## src/rtl/sram_fetch_sequencer_pkg.sv

```systemverilog
// Shared types and constants for the SRAM fetch sequencer and its watchdog.
package nn_sram_pkg;

    localparam int   SEL_W      = 7;
    localparam int   BYTE_CNT_W = 16;
    localparam logic N_IMAGE    = 1'b1;

    typedef enum logic [2:0] {
        ST_IDLE,
        ST_IMG_REQ,
        ST_IMG_WAIT,
        ST_COEF_RDY,
        ST_COEF_REQ,
        ST_COEF_WAIT,
        ST_DONE,
        ST_ERR
    } fetch_state_t;

    function automatic logic is_wait(input fetch_state_t s);
        return (s == ST_IMG_WAIT) || (s == ST_COEF_WAIT);
    endfunction

endpackage

```

## src/rtl/sram_fetch_sequencer_watchdog.sv

```systemverilog
// Stall watchdog: counts enabled cycles since the last clear and flags the
// TIMEOUT_CYC-th consecutive enabled cycle without a clear.
module sram_watchdog #(
    parameter int TIMEOUT_CYC = 1024
) (
    input  logic clk,
    input  logic rst,
    input  logic clear,
    input  logic enable,
    output logic expired
);

    localparam int CNT_W = $clog2(TIMEOUT_CYC + 1);
    localparam logic [CNT_W-1:0] LAST = CNT_W'(TIMEOUT_CYC - 1);

    // cnt_q holds (enabled cycles elapsed - 1), so LAST marks the final allowed cycle
    logic [CNT_W-1:0] cnt_q, cnt_d;

    always_comb begin
        cnt_d = cnt_q;
        if (clear) begin
            cnt_d = '0;
        end else if (enable && (cnt_q != LAST)) begin
            cnt_d = cnt_q + 1'b1;
        end
    end

    always_ff @(posedge clk) begin
        if (rst) begin
            cnt_q <= '0;
        end else begin
            cnt_q <= cnt_d;
        end
    end

    assign expired = enable && !clear && (cnt_q == LAST);

endmodule

```

## src/rtl/sram_fetch_sequencer.sv

```systemverilog
// Pass sequencer for the SRAM timer: one image fetch, then one coefficient fetch per node.
// Handshake: start_sram is a one-cycle launch; the fetch is complete on the sram_done pulse.
module sram_fetch_sequencer #(
    parameter int NUM_NODES   = 100,
    parameter int SEL_W       = nn_sram_pkg::SEL_W,
    parameter int TIMEOUT_CYC = 1024
) (
    input  logic                               clk,
    input  logic                               rst,
    input  logic                               go,
    input  logic                               abort,
    input  logic                               node_ready,
    input  logic                               sram_done,
    input  logic                               read_nxt_byte,
    output logic                               start_sram,
    output logic [SEL_W-1:0]                   coef_select,
    output logic                               n_coef_image,
    output logic                               busy,
    output logic                               pass_done,
    output logic                               timeout_err,
    output logic [nn_sram_pkg::BYTE_CNT_W-1:0] byte_count,
    output nn_sram_pkg::fetch_state_t          dbg_state
);
    import nn_sram_pkg::*;

    localparam logic [SEL_W-1:0] LAST_K = SEL_W'(NUM_NODES - 1);

    fetch_state_t          state_q;
    logic [SEL_W-1:0]      k_q;
    logic [SEL_W-1:0]      coef_select_q;
    logic                  start_sram_q;
    logic                  n_coef_image_q;
    logic                  busy_q;
    logic                  pass_done_q;
    logic                  timeout_err_q;
    logic [BYTE_CNT_W-1:0] byte_cnt_q, byte_cnt_d;
    logic                  in_wait;
    logic                  wd_clear;
    logic                  wd_expired;

    assign in_wait  = is_wait(state_q);
    // REQ always precedes a WAIT, so clearing there restarts the count on entry
    assign wd_clear = (state_q == ST_IMG_REQ) || (state_q == ST_COEF_REQ) ||
                      (in_wait && read_nxt_byte);

    sram_watchdog #(.TIMEOUT_CYC(TIMEOUT_CYC)) u_watchdog (
        .clk     (clk),
        .rst     (rst),
        .clear   (wd_clear),
        .enable  (in_wait),
        .expired (wd_expired)
    );

    always_comb begin
        byte_cnt_d = byte_cnt_q;
        if (in_wait && read_nxt_byte && (byte_cnt_q != '1)) begin
            byte_cnt_d = byte_cnt_q + 1'b1;
        end
    end

    always_ff @(posedge clk) begin
        if (rst) begin
            state_q        <= ST_IDLE;
            k_q            <= '0;
            coef_select_q  <= '0;
            start_sram_q   <= 1'b0;
            n_coef_image_q <= 1'b0;
            busy_q         <= 1'b0;
            pass_done_q    <= 1'b0;
            timeout_err_q  <= 1'b0;
            byte_cnt_q     <= '0;
        end else begin
            start_sram_q <= 1'b0;
            pass_done_q  <= 1'b0;
            if (abort) begin
                state_q        <= ST_IDLE;
                busy_q         <= 1'b0;
                coef_select_q  <= '0;
                n_coef_image_q <= 1'b0;
            end else begin
                byte_cnt_q <= byte_cnt_d;
                case (state_q)
                    ST_IDLE, ST_ERR: begin
                        if (go) begin
                            state_q        <= ST_IMG_REQ;
                            start_sram_q   <= 1'b1;
                            n_coef_image_q <= N_IMAGE;
                            coef_select_q  <= '0;
                            busy_q         <= 1'b1;
                            byte_cnt_q     <= '0;
                            timeout_err_q  <= 1'b0;
                            k_q            <= '0;
                        end
                    end
                    ST_IMG_REQ:  state_q <= ST_IMG_WAIT;
                    ST_IMG_WAIT: begin
                        if (wd_expired) begin
                            state_q       <= ST_ERR;
                            busy_q        <= 1'b0;
                            timeout_err_q <= 1'b1;
                        end else if (sram_done) begin
                            state_q <= ST_COEF_RDY;
                        end
                    end
                    ST_COEF_RDY: begin
                        if (node_ready) begin
                            state_q        <= ST_COEF_REQ;
                            start_sram_q   <= 1'b1;
                            n_coef_image_q <= ~N_IMAGE;
                            coef_select_q  <= k_q;
                        end
                    end
                    ST_COEF_REQ: state_q <= ST_COEF_WAIT;
                    ST_COEF_WAIT: begin
                        if (wd_expired) begin
                            state_q       <= ST_ERR;
                            busy_q        <= 1'b0;
                            timeout_err_q <= 1'b1;
                        end else if (sram_done) begin
                            if (k_q == LAST_K) begin
                                state_q     <= ST_DONE;
                                pass_done_q <= 1'b1;
                            end else begin
                                k_q     <= k_q + 1'b1;
                                state_q <= ST_COEF_RDY;
                            end
                        end
                    end
                    ST_DONE: begin
                        state_q        <= ST_IDLE;
                        busy_q         <= 1'b0;
                        coef_select_q  <= '0;
                        n_coef_image_q <= 1'b0;
                    end
                    default: state_q <= ST_IDLE;
                endcase
            end
        end
    end

    assign start_sram   = start_sram_q;
    assign coef_select  = coef_select_q;
    assign n_coef_image = n_coef_image_q;
    assign busy         = busy_q;
    assign pass_done    = pass_done_q;
    assign timeout_err  = timeout_err_q;
    assign byte_count   = byte_cnt_q;
    assign dbg_state    = state_q;

endmodule

```

## config.mk

```make
export PLATFORM = sky130hd
export DESIGN_NAME = sram_fetch_sequencer
export DESIGN_NICKNAME = d
export VERILOG_FILES = /design/src/rtl/sram_fetch_sequencer_pkg.sv /design/src/rtl/sram_fetch_sequencer_watchdog.sv /design/src/rtl/sram_fetch_sequencer.sv
export SDC_FILE = /design/constraint.sdc
export NUM_CORES = 1
export LEC_CHECK = 0
export CELL_PAD_IN_SITES_DETAIL_PLACEMENT = 0
export CELL_PAD_IN_SITES_GLOBAL_PLACEMENT = 1
export CORE_UTILIZATION = 33
export CTS_BUF_LIST = sky130_fd_sc_hd__clkbuf_4
export DETAILED_ROUTE_END_ITERATION = 6
export MAX_ROUTING_LAYER = met4
export PLACE_DENSITY_LB_ADDON = 0.1
export SLEW_MARGIN = 20
export SYNTH_ARGS = -nofsm -noshare
export SYNTH_HDL_FRONTEND = slang
export SYNTH_SLANG_ARGS = --single-unit
```

## constraint.sdc

```tcl
create_clock -name clk -period 2.8 [get_ports clk]
set_clock_uncertainty 0.05 [all_clocks]
set_input_delay 0.56 -clock clk [delete_from_list [all_inputs] [get_ports clk]]
set_output_delay 0.56 -clock clk [all_outputs]
set_load 0.05 [all_outputs]
```

**After elaboration in Yosys (flattened, before gate mapping)**

Index checks and enable logic that the tools add are counted.

- Output and inout port bits: 31
- Bits in registers: 49

- Equality and inequality tests: 19
- Bitwise operators: 3
- Add/sub/neg operators: 3
- Multiplexer cells: 30
- Reductions and logical operators: 24

Operator list:

| kind | number |
|---|---|
| $mux W16 | 3 |
| $mux W7 | 5 |
| $mux W3 | 7 |
| $pmux W3 S7 | 1 |
| $pmux W7 S3 | 1 |
| $add A16 B1 Y16 const B | 1 |
| $ne A16 B16 Y1 const B | 1 |
| $pmux W7 S2 | 1 |
| $eq A3 B3 Y1 const B | 4 |
| $add A11 B1 Y11 const B | 1 |
| $eq A11 B10 Y1 const B | 1 |
| $ne A11 B10 Y1 const B | 1 |
| $ne A2 B2 Y1 const B | 5 |
| $mux W1 | 8 |
| $reduce_and A4 Y1 | 2 |
| $reduce_or A2 Y1 | 4 |
| $add A7 B1 Y7 const B | 1 |
| $eq A7 B7 Y1 const B | 1 |
| $eq A3 B2 Y1 const B | 2 |
| $ne A3 B2 Y1 const B | 2 |
| $pmux W1 S3 | 2 |
| $reduce_and A3 Y1 | 2 |
| $reduce_and A6 Y1 | 1 |
| $reduce_bool A3 Y1 | 2 |
| 10 further kinds | 20 |

**Logic depth before layout (Yosys ltp)**

- Word-level depth: 9
- Mapped depth: 8

**Hierarchy**

A second synthesis with hierarchy kept.

- Cell total of the unflattened synthesis: 314
- Area total of the unflattened synthesis: 2627.5 um2

By module, submodules not included:

| module | area each (um2) | cells an instance | times used | sequential area each (um2) |
|---|---|---|---|---|
| sram_fetch_sequencer | 2097.0 | 254 | 1 | 760.7 |
| sram_watchdog | 530.5 | 60 | 1 | 220.2 |

**Worst setup path before layout**

No wires, ideal clock.

- Kind: reg-to-reg
- Start point: register byte_cnt_q[0], in the netlist byte_count[0]
- End point: register byte_cnt_q[1], in the netlist byte_count[1]
- Buffers on the path: 1
- Data arrival time: 2.286 ns
- Stages on the path, launching flop included: 8
- Path slack: 0.394 ns
- Period minus slack after synthesis: 2.406 ns
- Cells stage by stage: dfxtp_1 -> ha_1 -> nand4_1 -> o41ai_4 -> buf_6 -> o21a_1 -> o21ai_0 -> a21oi_1

- Word-level cells in the longest chain between the ends: 5
- Elaborated cells on any way between the ends: 6
- Those cells by class: add/sub: 1; eq/ne: 1; mux: 3; reduce/logical: 1

RTL lines:

| what | RTL line | text |
|---|---|---|
| from (decl) | sram_fetch_sequencer.sv:36 | `logic [BYTE_CNT_W-1:0] byte_cnt_q, byte_cnt_d;` |
| from (signal assigned) | sram_fetch_sequencer.sv:81 | `byte_cnt_q <= byte_cnt_d;` |
| parallel branches: the longest is 2 deep, another holds $add A16 B1 Y16 | - |  |
| $mux W16 (*) | sram_fetch_sequencer.sv:56 | `if (in_wait && read_nxt_byte && (byte_cnt_q != '1)) begin` |
| $mux W16 | sram_fetch_sequencer.sv:84 | `if (go) begin` |
| $mux W16 (*) | sram_fetch_sequencer.sv:82 | `case (state_q)` |

Every way passes the cells marked *.
A chain may end at the register's enable or synchronous reset.

**Worst setup path after layout**

- Start point: register state_q[2], in the netlist dbg_state[2]
- End point: output port dbg_state[2]

RTL lines:

| what | RTL line | text |
|---|---|---|
| from (decl) | sram_fetch_sequencer.sv:28 | `fetch_state_t state_q;` |
| from (signal assigned) | sram_fetch_sequencer.sv:63 | `state_q <= ST_IDLE;` |
| from (signal assigned) | sram_fetch_sequencer.sv:76 | `state_q <= ST_IDLE;` |
| from (signal assigned) | sram_fetch_sequencer.sv:85 | `state_q <= ST_IMG_REQ;` |
| to (decl) | sram_fetch_sequencer.sv:22 | `output nn_sram_pkg::fetch_state_t dbg_state` |

No word-level cell between the ends.

==> impl_metrics.py <==
metrics = {
    "global_route": {
        "grt_first_pass_wirelength_mm": 11.0,
        "grt_pass1_vias": 2200,
        "overflow": 0,
        "grt_max_degree": 19,
        "global_route.usage.total_pct": 16.9,
        "number_of_antenna_violations_at_the_first_check_in_global_routing": 0,
    },
    "worst_setup_path": {
        "crit_path_end": "dbg_state[2]",
        "path_class": "register to output pin",
        "worstReg2RegEnd": "k_q[6]$_SDFFE_PP0P_",
        "reg2regPathDepth": 6,
        "critical_path.top_delay_family": "buffers and inverters",
        "critPathMaxFanout": 13,
        "startpoint_type_of_the_worst_setup_path": "register",
        "worst-r2r-setup-slack_ns": 0.54,
        "crit_path_depth": 1,
        "worstSetupEndpointType": "output pin",
        "cp_slowest_cell": "sky130_fd_sc_hd__clkdlybuf4s50_1",
        "cp_data_required_time_ns": 2.19,
        "critical_path.cell_chain": "clkdlybuf4s50_1",
        "crit-reg2reg-launch": "dbg_state[0]$_SDFFE_PP0P_",
        "timing.critical_path.slowest_cell_delay_ns": 0.89,
        "crit_buf_inv": 1,
        "wp_data_arrival_ns": 1.87,
        "timing.critical_path.from": "dbg_state[2]$_SDFFE_PP0P_",
    },
    "logic_synthesis": {
        "synth.top_cell.area_share_pct": 37.3,
        "synthCells": 315,
        "syn_avg_cell_area_um2": 8.35,
        "yosysUniqueCellTypes": 53,
        "cell_area_synth_um2": 2630,
        "synth.yosys.seq_area_share_pct": 37.3,
        "synth_edf_count": 0,
        "synth_top_cells_by_area": "sky130_fd_sc_hd__dfxtp_1 (37%), sky130_fd_sc_hd__xnor2_1 (6.7%), sky130_fd_sc_hd__nor2_1 (6.1%), sky130_fd_sc_hd__nand3_1 (3.8%), sky130_fd_sc_hd__nand2_1 (3.3%)",
        "synth_seq_cells": 49,
        "synth-async-reset-ratio_pct": 0,
        "synth_fp_nets": 325,
        "synth-main-ff-cell": "sky130_fd_sc_hd__dfxtp_1",
        "synth_top_area_cell": "sky130_fd_sc_hd__dfxtp_1",
        "ys_warn_count": 0,
    },
    "timing": {
        "final.period_utilization_pct": 88.6,
        "rel_slew_slack_pct": 53.8,
        "hold_ws_ns": 0.408,
        "grt_setup_unrepaired": "no",
        "worst_pin_slew_ns": 0.688,
        "finalSetupViolCount": 0,
        "fmaxAchievable_ghz": 0.403,
        "tns_ns": 0,
        "finalWorstPathRequiredPeriod_ns": 2.48,
        "hold_viol": 0,
        "drv_slew": 0,
    },
    "floorplanning": {
        "dieArea_um2": 8330,
        "dieWidth_um": 91.3,
        "row_count": 32,
        "die_h_um": 91.3,
        "initial_core_util_pct": 34.1,
        "top_level_ports": 38,
        "floorplan.core_area_um2": 7730,
    },
    "flow_run": {
        "max_cap_violations": 0,
    },
    "clock_network": {
        "clk_pin_slew_ns": 0.14,
        "clk_latency_ns": 0.36,
        "ctsHoldBuffers": 0,
        "clk_root_buffer_cell": "sky130_fd_sc_hd__clkbuf_4",
        "cts_buffer_depth": 2,
        "cts_tree": "done",
        "h-tree-depth": 2,
        "clkSinkCount": 49,
        "number_of_setup_buffers_added_after_cts": 0,
        "cts_resized": 0,
        "cts_made_buffers": 5,
    },
    "routing": {
        "firstDrtPassIters": 4,
        "routed_via_density": 5.07,
        "route.detailed.wl_per_inst_um": 14.1,
        "antenna_violating_nets_post_route": 0,
        "detailroute.via_count": 2322,
        "drt_first_iter_violations": 107,
        "drc": 0,
        "postRouteWirelength_mm": 6.47,
    },
    "pwr": {
        "power.leakage_nw": 1.06,
        "cellPowerDensity_nw_per_um2": 379,
        "max-vdd-ir-drop_v": 0.000131,
        "power.total_mw": 1.20,
    },
    "layout": {
        "area_used_by_multi_input_combinational_logic_um2": 1520,
        "nFillCells": 801,
        "finish.cell_count_without_fillers": 458,
        "post-route-util_pct": 41.0,
        "final_layout_size_suffix_gt1_share_pct": 8.99,
        "layout.cells.most_common_list": "sky130_fd_sc_hd__dfxtp_1 (49), sky130_fd_sc_hd__nor2_1 (43), sky130_fd_sc_hd__clkdlybuf4s50_1 (37)",
        "nNetsFinal": 365,
        "area_growth_pct": 20.5,
        "sequential_cell_area_um2": 981,
        "antennaDiodeCount": 0,
        "mostFrequentLayoutCell": "sky130_fd_sc_hd__dfxtp_1",
    },
    "place": {
        "post-dp-hpwl_mm": 4.76,
        "io_buffers": 37,
        "place.detailed.instances": 450,
        "place_congestion": 0.774,
    },
    "hold_path": {
        "worst_hold_path_type": "register to register",
    },
    "run_status": {
        "run_status": "finished, final reports clean",
    },
}
==> Yosys cell counts (all sizes together), types with 4 or more instances <==
library cell and n:
nor3b 4, a22oi 8, dfxtp 49, a21oi 16, nand4 6, buf 6, or2 4, and3 4
nor3 10, nand3 20, o31ai 4, o21ai 11, xnor2 20, clkbuf 8, nor2b 4, nor4 9
or3 6, or4 4, nand2 23, a21o 7, nor2 43, inv 12
==> sequential cells by signal, summed over array words and instances, names as in the netlist <==
| register | flops |
|---|---|
| byte_count | 16 |
| u_watchdog.cnt_q | 11 |
| coef_select | 7 |
| k_q | 7 |
| dbg_state | 3 |
| busy | 1 |
| n_coef_image | 1 |
| pass_done | 1 |
| start_sram | 1 |
| timeout_err | 1 |
==> layer usage <==
layer	share of wire (%)	GRT usage (%)	up-vias	routed length, µm
li1	-	-	1207	-
met1	52	23.4	1075	3380
met2	44	25.1	33	2850
met3	2.3	3.02	7	151
met4	1.4	4.89	0	92
met5	0	-	-	0
==> power breakdown <==
part	switching, mW	internal, mW
Clock	0.230	0.106
Combinational	0.0981	0.0550
Sequential	0.00745	0.703
==> how the worst min path moves through the flow <==
stage,start,endpoint,slack [ns],cells after the start
after detailed placement,u_watchdog.cnt_q[10]$_SDFFE_PP0P_,u_watchdog.cnt_q[10]$_SDFFE_PP0P_,0.38,2
after global routing,u_watchdog.cnt_q[10]$_SDFFE_PP0P_,u_watchdog.cnt_q[10]$_SDFFE_PP0P_,0.43,2
after global placement,u_watchdog.cnt_q[10]$_SDFFE_PP0P_,u_watchdog.cnt_q[10]$_SDFFE_PP0P_,0.38,2
after CTS,u_watchdog.cnt_q[10]$_SDFFE_PP0P_,u_watchdog.cnt_q[10]$_SDFFE_PP0P_,0.41,2
after floorplan,u_watchdog.cnt_q[10]$_SDFFE_PP0P_,u_watchdog.cnt_q[10]$_SDFFE_PP0P_,0.37,2
final,u_watchdog.cnt_q[10]$_SDFFE_PP0P_,u_watchdog.cnt_q[10]$_SDFFE_PP0P_,0.41,2
==> worst min-delay path, cell delays in order (launching register included) <==
cell and delay (ns):
sky130_fd_sc_hd__dfxtp_1 0.34, sky130_fd_sc_hd__o31ai_1 0.06, sky130_fd_sc_hd__nor2_1 0.04
==> layout make-up <==
cell class	count	share of cell area, %
flip-flops and latches	49	30.9
clock inverters	2	0.316
clock buffers	6	1.42
repair buffers	47	14.0
multi-input cells	240	47.8
inverters	12	1.42
well taps	102	4.03
==> through the flow <==
| stage | cell area (µm²) | worst slack (ns) |
|---|---|---|
| finish | 3170 | 0.319 |
| global route | 3170 | 0.177 |
| CTS | 3170 | 0.282 |
| detailed placement | 3120 | 0.245 |
| global placement | 3120 | 0.296 |
| floorplan | 2630 | 0.394 |
==> cell families after synthesis <==
group	after synthesis	share of synthesized area [%]
AND/OR/NAND/NOR	149	30.1
multiplexers	2	0.761
XOR/XNOR	23	7.66
buffers and inverters	26	5.09
AO/OA/AOI/OAI	63	17.6
adder cells (fa/ha/maj)	3	1.43
flip-flops	49	37.3
(Power assumes the default switching activity.)
